--- src/rtl/sar_pkg.sv ---
// rtl/sar_pkg.sv - shared width, state and phase types for the SAR operand search
package sar_pkg;

    localparam int WIDTH = 8;
    localparam int IDX_W = 3;

    typedef enum logic [1:0] {
        IDLE   = 2'd0,
        SEARCH = 2'd1,
        DONE   = 2'd2
    } state_t;

    typedef enum logic {
        PROBE  = 1'b0,
        SAMPLE = 1'b1
    } phase_t;

endpackage

--- src/rtl/sar_search_8.sv ---
// rtl/sar_search_8.sv - recovers a hidden comparator operand by MSB-first successive approximation
// SAR_SEARCH_PIPE_EN registers cmp_ge and splits each bit into PROBE/SAMPLE cycles
module sar_search_8 import sar_pkg::*; (
    input  logic             clk,
    input  logic             rst,
    input  logic             start,
    output logic [WIDTH-1:0] cmp_b,
    input  logic             cmp_ge,
    output logic [WIDTH-1:0] result,
    output logic             busy,
    output logic             done
);

    state_t           state_q, state_d;
    logic [IDX_W-1:0] bit_q, bit_d;
    logic [WIDTH-1:0] result_q, result_d;
    logic [WIDTH-1:0] trial;
    logic             step;
    logic             ge_use;

`ifdef SAR_SEARCH_PIPE_EN
    phase_t phase_q, phase_d;
    logic   ge_q;

    always_ff @(posedge clk) begin
        if (rst) begin
            phase_q <= PROBE;
            ge_q    <= 1'b0;
        end else begin
            phase_q <= phase_d;
            ge_q    <= cmp_ge;
        end
    end
`endif

    always_ff @(posedge clk) begin
        if (rst) begin
            state_q  <= IDLE;
            bit_q    <= IDX_W'(WIDTH - 1);
            result_q <= '0;
        end else begin
            state_q  <= state_d;
            bit_q    <= bit_d;
            result_q <= result_d;
        end
    end

    // The trial only differs from result_q in the bit under test, so it doubles as the accepted value
    assign trial = result_q | (WIDTH'(1) << bit_q);

    always_comb begin
        state_d  = state_q;
        bit_d    = bit_q;
        result_d = result_q;
        step     = 1'b0;
        ge_use   = 1'b0;
`ifdef SAR_SEARCH_PIPE_EN
        phase_d  = phase_q;
`endif
        case (state_q)
            IDLE: begin
                if (start) begin
                    state_d  = SEARCH;
                    bit_d    = IDX_W'(WIDTH - 1);
                    result_d = '0;
`ifdef SAR_SEARCH_PIPE_EN
                    phase_d  = PROBE;
`endif
                end
            end
            SEARCH: begin
`ifdef SAR_SEARCH_PIPE_EN
                if (phase_q == PROBE) begin
                    phase_d = SAMPLE;
                end else begin
                    phase_d = PROBE;
                    step    = 1'b1;
                    ge_use  = ge_q;
                end
`else
                step   = 1'b1;
                ge_use = cmp_ge;
`endif
                if (step) begin
                    if (ge_use) begin
                        result_d = trial;
                    end
                    if (bit_q == '0) begin
                        state_d = DONE;
                    end else begin
                        bit_d = bit_q - IDX_W'(1);
                    end
                end
            end
            DONE:    state_d = IDLE;
            default: state_d = IDLE;
        endcase
    end

    assign cmp_b  = (state_q == SEARCH) ? trial : '0;
    assign result = result_q;
    assign busy   = (state_q == SEARCH);
    assign done   = (state_q == DONE);

endmodule

--- config.mk ---
export PLATFORM = sky130hd
export DESIGN_NAME = sar_search_8
export DESIGN_NICKNAME = d
export VERILOG_FILES = /design/src/rtl/sar_pkg.sv /design/src/rtl/sar_search_8.sv
export SDC_FILE = /design/constraint.sdc
export NUM_CORES = 1
export LEC_CHECK = 0
export ABC_AREA = 1
export ABC_CLOCK_PERIOD_IN_PS = 2440
export BUFFER_PORTS_ARGS = -buffer_cell sky130_fd_sc_hd__buf_4
export CAP_MARGIN = 20
export CORE_ASPECT_RATIO = 0.8
export CORE_MARGIN = 2
export CORE_UTILIZATION = 32
export DETAILED_ROUTE_END_ITERATION = 8
export GPL_TIMING_DRIVEN = 0
export HOLD_SLACK_MARGIN = 0.05
export SLEW_MARGIN = 20
export SYNTH_ARGS = -nofsm -noshare
export SYNTH_HDL_FRONTEND = slang
export SYNTH_SLANG_ARGS = --single-unit
--- constraint.sdc ---
create_clock -name clk -period 2.44 [get_ports clk]
set_input_delay 0.122 -clock clk [delete_from_list [all_inputs] [get_ports clk]]
set_output_delay 0.122 -clock clk [all_outputs]
set_load 0.1 [all_outputs]
; After elaboration in Yosys (flattened, before gate mapping)
; Index checks and enable logic that the tools add are counted.
[totals]
register_bits = 13
input_bits = 4
[classes]
n_addsub = 1
eq_ne = 6
shift = 1
mux = 10
bitwise = 1
n_reduce_logical = 6
[op_table]
columns = operator, n
row1 = 8-bit two-way mux, 3
row2 = 8-bit one-hot mux with 2 select lines, 1
row3 = 8-bit OR, 1
row4 = 1-bit by 3-bit << shifter with 8-bit output (first input constant), 1
row5 = 3-bit two-way mux, 2
row6 = 2-bit != test (second input constant), 3
row7 = 3-bit one-hot mux with 2 select lines, 1
row8 = 3-bit AND reduction, 2
row9 = 2-bit two-way mux, 2
row10 = 2-bit one-hot mux with 2 select lines, 1
row11 = 3-bit logical NOT, 1
row12 = 3-bit by 1-bit subtractor with 3-bit output (second input constant), 1
row13 = 2-bit by 1-bit equality test with 1-bit output (second input constant), 1
row14 = 2-bit equality test (second input constant), 1
row15 = 2-bit logical NOT, 1
row16 = 2-bit by 1-bit != test with 1-bit output (second input constant), 1
row17 = 2-bit AND reduction, 1
row18 = 2-bit nonzero test, 1

; Longest topological paths before layout
[depth]
word_depth = 4
ltp_mapped = 8

; Least setup slack after synthesis
; No wires, ideal clock.
[synth_path]
kind = flip-flop to output port
start = register result_q[4] (netlist: result[4])
end = output port cmp_b[4]
arrival_time_ns = 1.814
t_required_ns = 2.318
setup_slack_ns = 0.504
path_stages_with_launch = 5
cell_sequence = dfxtp_1 > inv_1 > nand2_1 > nand2_2 > inv_1
[synth_via]
elab_chain_cells = 2
[synth_lines]
columns = item, line
row1 = from (decl), sar_search_8.sv:16  ; logic [WIDTH-1:0] result_q, result_d;
row2 = from (signal assigned), sar_search_8.sv:44  ; result_q <= result_d;
row3 = 8-bit OR, sar_search_8.sv:49  ; assign trial = result_q | (WIDTH'(1) << bit_q);
row4 = 8-bit two-way mux, sar_search_8.sv:100  ; assign cmp_b = (state_q == SEARCH) ? trial : '0;
row5 = to (decl), sar_search_8.sv:7  ; output logic [WIDTH-1:0] cmp_b,
; Every way passes these cells.

; Final worst setup path
[layout_path]
start = register bit_q[0]
end = output port cmp_b[0]
[layout_via]
elab_chain_cells = 3
[layout_lines]
columns = item, line
row1 = from (decl), sar_search_8.sv:15  ; logic [IDX_W-1:0] bit_q, bit_d;
row2 = from (signal assigned), sar_search_8.sv:39  ; bit_q <= IDX_W'(WIDTH - 1);
row3 = from (signal assigned), sar_search_8.sv:43  ; bit_q <= bit_d;
row4 = 1-bit by 3-bit << shifter with 8-bit output, sar_search_8.sv:49
row5 = 8-bit OR, sar_search_8.sv:49
row6 = 8-bit two-way mux, sar_search_8.sv:100
; Every way passes these cells.

==> results.json <==
{
  "result_of_the_run": "completed",
  "crit_path_cell_trace": "inv_1 > ha_1 > nand2_1 > nand2_1 > nand2_1 > inv_1 > buf_4",
  "globalplace.congestion": 0.724,
  "finalSetupViolCount": 0,
  "final-instance-count-excl-fill": 194,
  "cellPowerDensity_nw_per_um2": 667,
  "clkSinkCount": 13,
  "cp.arrival_ns": 1.57,
  "ys_seq_elements": 13,
  "place.port_buffers": 21,
  "design.final.nets": 168,
  "critical_path_s_most_frequent_cell": "sky130_fd_sc_hd__nand2_1",
  "synthMostInstantiatedCell": "sky130_fd_sc_hd__nand2_1",
  "postCtsSetupBuffers": 0,
  "synthesis.area_per_instance_sq_um": 6.20,
  "initial_utilization_pct": 33.5,
  "timing.setup.critical_path_class": "reg -> out",
  "register_clock_pin_slew_on_the_reported_worst_setup_and_hold_paths_ns": 0.08,
  "vias_per_cell": 4.26,
  "routed-via-count": 827,
  "power.ir.vdd_worst_mv": 0.311,
  "drive_gt1_share_pct": 21.5,
  "die_width_um": 60.5,
  "synth-seq-area-share_pct": 31.8,
  "fp.dieArea_sq_um": 2980,
  "dp_worst_setup_slack_ns": 1.05,
  "slowest_delay_ns": 0.42,
  "final-hold-violation-count": 0,
  "p_seq_share_pct": 34.7,
  "gr-max-usage-layer": "met2",
  "root_driver": "sky130_fd_sc_hd__clkbuf_4",
  "met2_usage_grt_pct": 22.1,
  "drc": 0,
  "wirelength_um": 1890,
  "worst_path_required_time_ns": 2.32,
  "drt_iter0_drc": 32,
  "rr_startpoint": "bit_q[0]",
  "timing.critical_path.from_type": "flop",
  "power_leakage_nw": 0.687,
  "cell_variety_after_synth": 15,
  "met3_usage_pct": 5.57,
  "postSynthCellCount": 132,
  "critical_path.endpoint_type": "output pin",
  "max_slew.worst_pin.slew_ns": 0.279,
  "critical_path.startpoint": "bit_q[0]",
  "slew_headroom_pct": 81.5,
  "synth_area_leader_cell": "sky130_fd_sc_hd__dfxtp_1",
  "swShare_pct": 47.5,
  "grt_remaining_overflow": 0,
  "synthToLayoutAreaGrowth_pct": 29.2,
  "synth_async_sr_flop_share_pct": 0,
  "final_max_slew_viol_count": 0,
  "syn_nets": 141,
  "synth_largest_type_area_fraction_pct": 31.8,
  "final_worst_path_cycle_share_pct": 69.3,
  "combinationalPowerShare_pct": 45.3,
  "detail-route-antenna-nets": 0,
  "antennaDiodeCount": 0,
  "synth.cells.most_frequent": "48 x sky130_fd_sc_hd__nand2_1, 29 x sky130_fd_sc_hd__inv_1, 15 x sky130_fd_sc_hd__nand3_1",
  "synth_enable_flop_cells": 0,
  "cts_buffers": 3,
  "cts_tree": "built",
  "wl_per_cell_um": 9.74,
  "ios": 22,
  "crit_path_top_delay_cell": "sky130_fd_sc_hd__dfxtp_1",
  "power.share.clock_pct": 19.9,
  "dp_cells": 189,
  "final_core_util_pct": 43.3,
  "yosys_warnings": 0,
  "max-cap-violations": 0,
  "cts_buffer_depth": 2,
  "min-delay-path-class": "in -> reg",
  "number_of_global_route_vias_before_repair": 766,
  "die_y_um": 49.2,
  "totalNegativeSetupSlack_ns": 0,
  "grt_antenna_before_repair": 0,
  "drt_first_pass_iters": 4,
  "power.net_switching_mw": 0.335,
  "finalCriticalPeriod_ns": 1.69,
  "timing.fmax_mhz": 592,
  "worst_skew_pair.late_latency_ns": 0.28,
  "finalClockSkew_ns": 0.00145,
  "h-tree-depth": 1,
  "grt_util_met1_pct": 19.3,
  "synth.area.top_cells": "sky130_fd_sc_hd__dfxtp_1 32%, sky130_fd_sc_hd__nand2_1 22%, sky130_fd_sc_hd__inv_1 13%",
  "ys_dominant_reg_cell": "sky130_fd_sc_hd__dfxtp_1",
  "global_route_wire_length_before_repair_um": 3280,
  "grt_start_max_net_pins": 11,
  "setup_repair_after_global_routing_missed_its_margin": "no",
  "setup_slack_ns": 0.750,
  "track_usage_pct": 14.7,
  "coreArea_sq_um": 2440,
  "p_int_mw": 0.370,
  "max_fanout_on_critical_path": 5,
  "fp-row-count": 16,
  "dp_hpwl_um": 1460,
  "worstHoldStart": "start",
  "mapped_area_sq_um": 818
}
stage by stage:
| stage | power (mW) | area, sq um | hold WS, ns |
|---|---|---|---|
| 4_1_cts | 0.715 | 1060 | 0.275 |
| 3_3_place_gp | 0.565 | 1020 | 0.304 |
| 2_1_floorplan | 0.507 | 818 | 0.191 |
| 3_5_place_dp | 0.570 | 1020 | 0.304 |
| 5_1_grt | 0.753 | 1060 | 0.300 |
| 6_report | 0.705 | 1060 | 0.279 |
sequential cells by signal, summed over array words and instances, names as in the netlist:
| register | flops |
|---|---|
| result | 8 |
| bit_q | 3 |
| state_q | 2 |
path summary, 6_finish.rpt:
path	end	slack, ns	cells after the start
max	cmp_b[0]	0.75	7
min	result[3]	0.28	5
max reg2reg	bit_q[1]	1.12	7
min reg2reg	state_q[1]	0.52	2
layout by cell type, fill, tap and decap left out, types with 2 or more instances in the layout:
| cell | Yosys | layout |
|---|---|---|
| sky130_fd_sc_hd__nand3_1 | 15 | 15 |
| sky130_fd_sc_hd__nand2_1 | 48 | 48 |
| sky130_fd_sc_hd__nor2_1 | 10 | 10 |
| sky130_fd_sc_hd__ha_1 | 5 | 5 |
| sky130_fd_sc_hd__nand2_2 | 2 | 2 |
| sky130_fd_sc_hd__dfxtp_1 | 13 | 13 |
| sky130_fd_sc_hd__buf_6 | 2 | 2 |
| sky130_fd_sc_hd__inv_2 | 2 | 2 |
| sky130_fd_sc_hd__clkbuf_4 | 0 | 3 |
| sky130_fd_sc_hd__inv_1 | 29 | 29 |
| sky130_fd_sc_hd__buf_4 | 1 | 22 |
critical path: cells and delay by family (launching register included):
kind	cells	cell delay [ns]
buffers and inverters	3	0.36
AND/OR/NAND/NOR	3	0.28
adder cells (fa/ha/maj)	1	0.22
flip-flops	1	0.42
repair_timing:
item | in CTS | in global routing
gates resized for setup | 0 | 0
hold buffers | 1 | 0
endpoints found under the hold margin | 2 | 0
per-layer routing:
metal | part of all wire (%) | wire [um]
met1 | 47 | 890
met3 | 7.1 | 134
met2 | 45 | 849
met4 | 0.74 | 14
met5 | 0 | 0
area by class of cell:
| cell class | instances | area, sq um |
|---|---|---|
| well taps | 36 | 45.0 |
| multi-input cells | 85 | 412 |
| flip-flops and latches | 13 | 260 |
| repair buffers | 22 | 168 |
| fillers | 276 | 1390 |
| inverters | 31 | 116 |
| plain buffers | 3 | 30.0 |
| clock buffers | 4 | 26.3 |
logic make-up after synthesis:
family / synth area share [%]
AND/OR/NAND/NOR: 42.0
buffers and inverters: 17.9
flip-flops: 31.8
adder cells (fa/ha/maj): 7.65
AO/OA/AOI/OAI: 0.611
power by group through the flow:
stage	Sequential, mW	Clock (mW)	Combinational (mW)
2_1_floorplan	0.334	0	0.172
3_3_place_gp	0.249	0	0.316
5_1_grt	0.249	0.160	0.344
3_5_place_dp	0.251	0	0.319
6_report	0.245	0.141	0.320
4_1_cts	0.246	0.148	0.321
(Power assumes the default switching activity.)
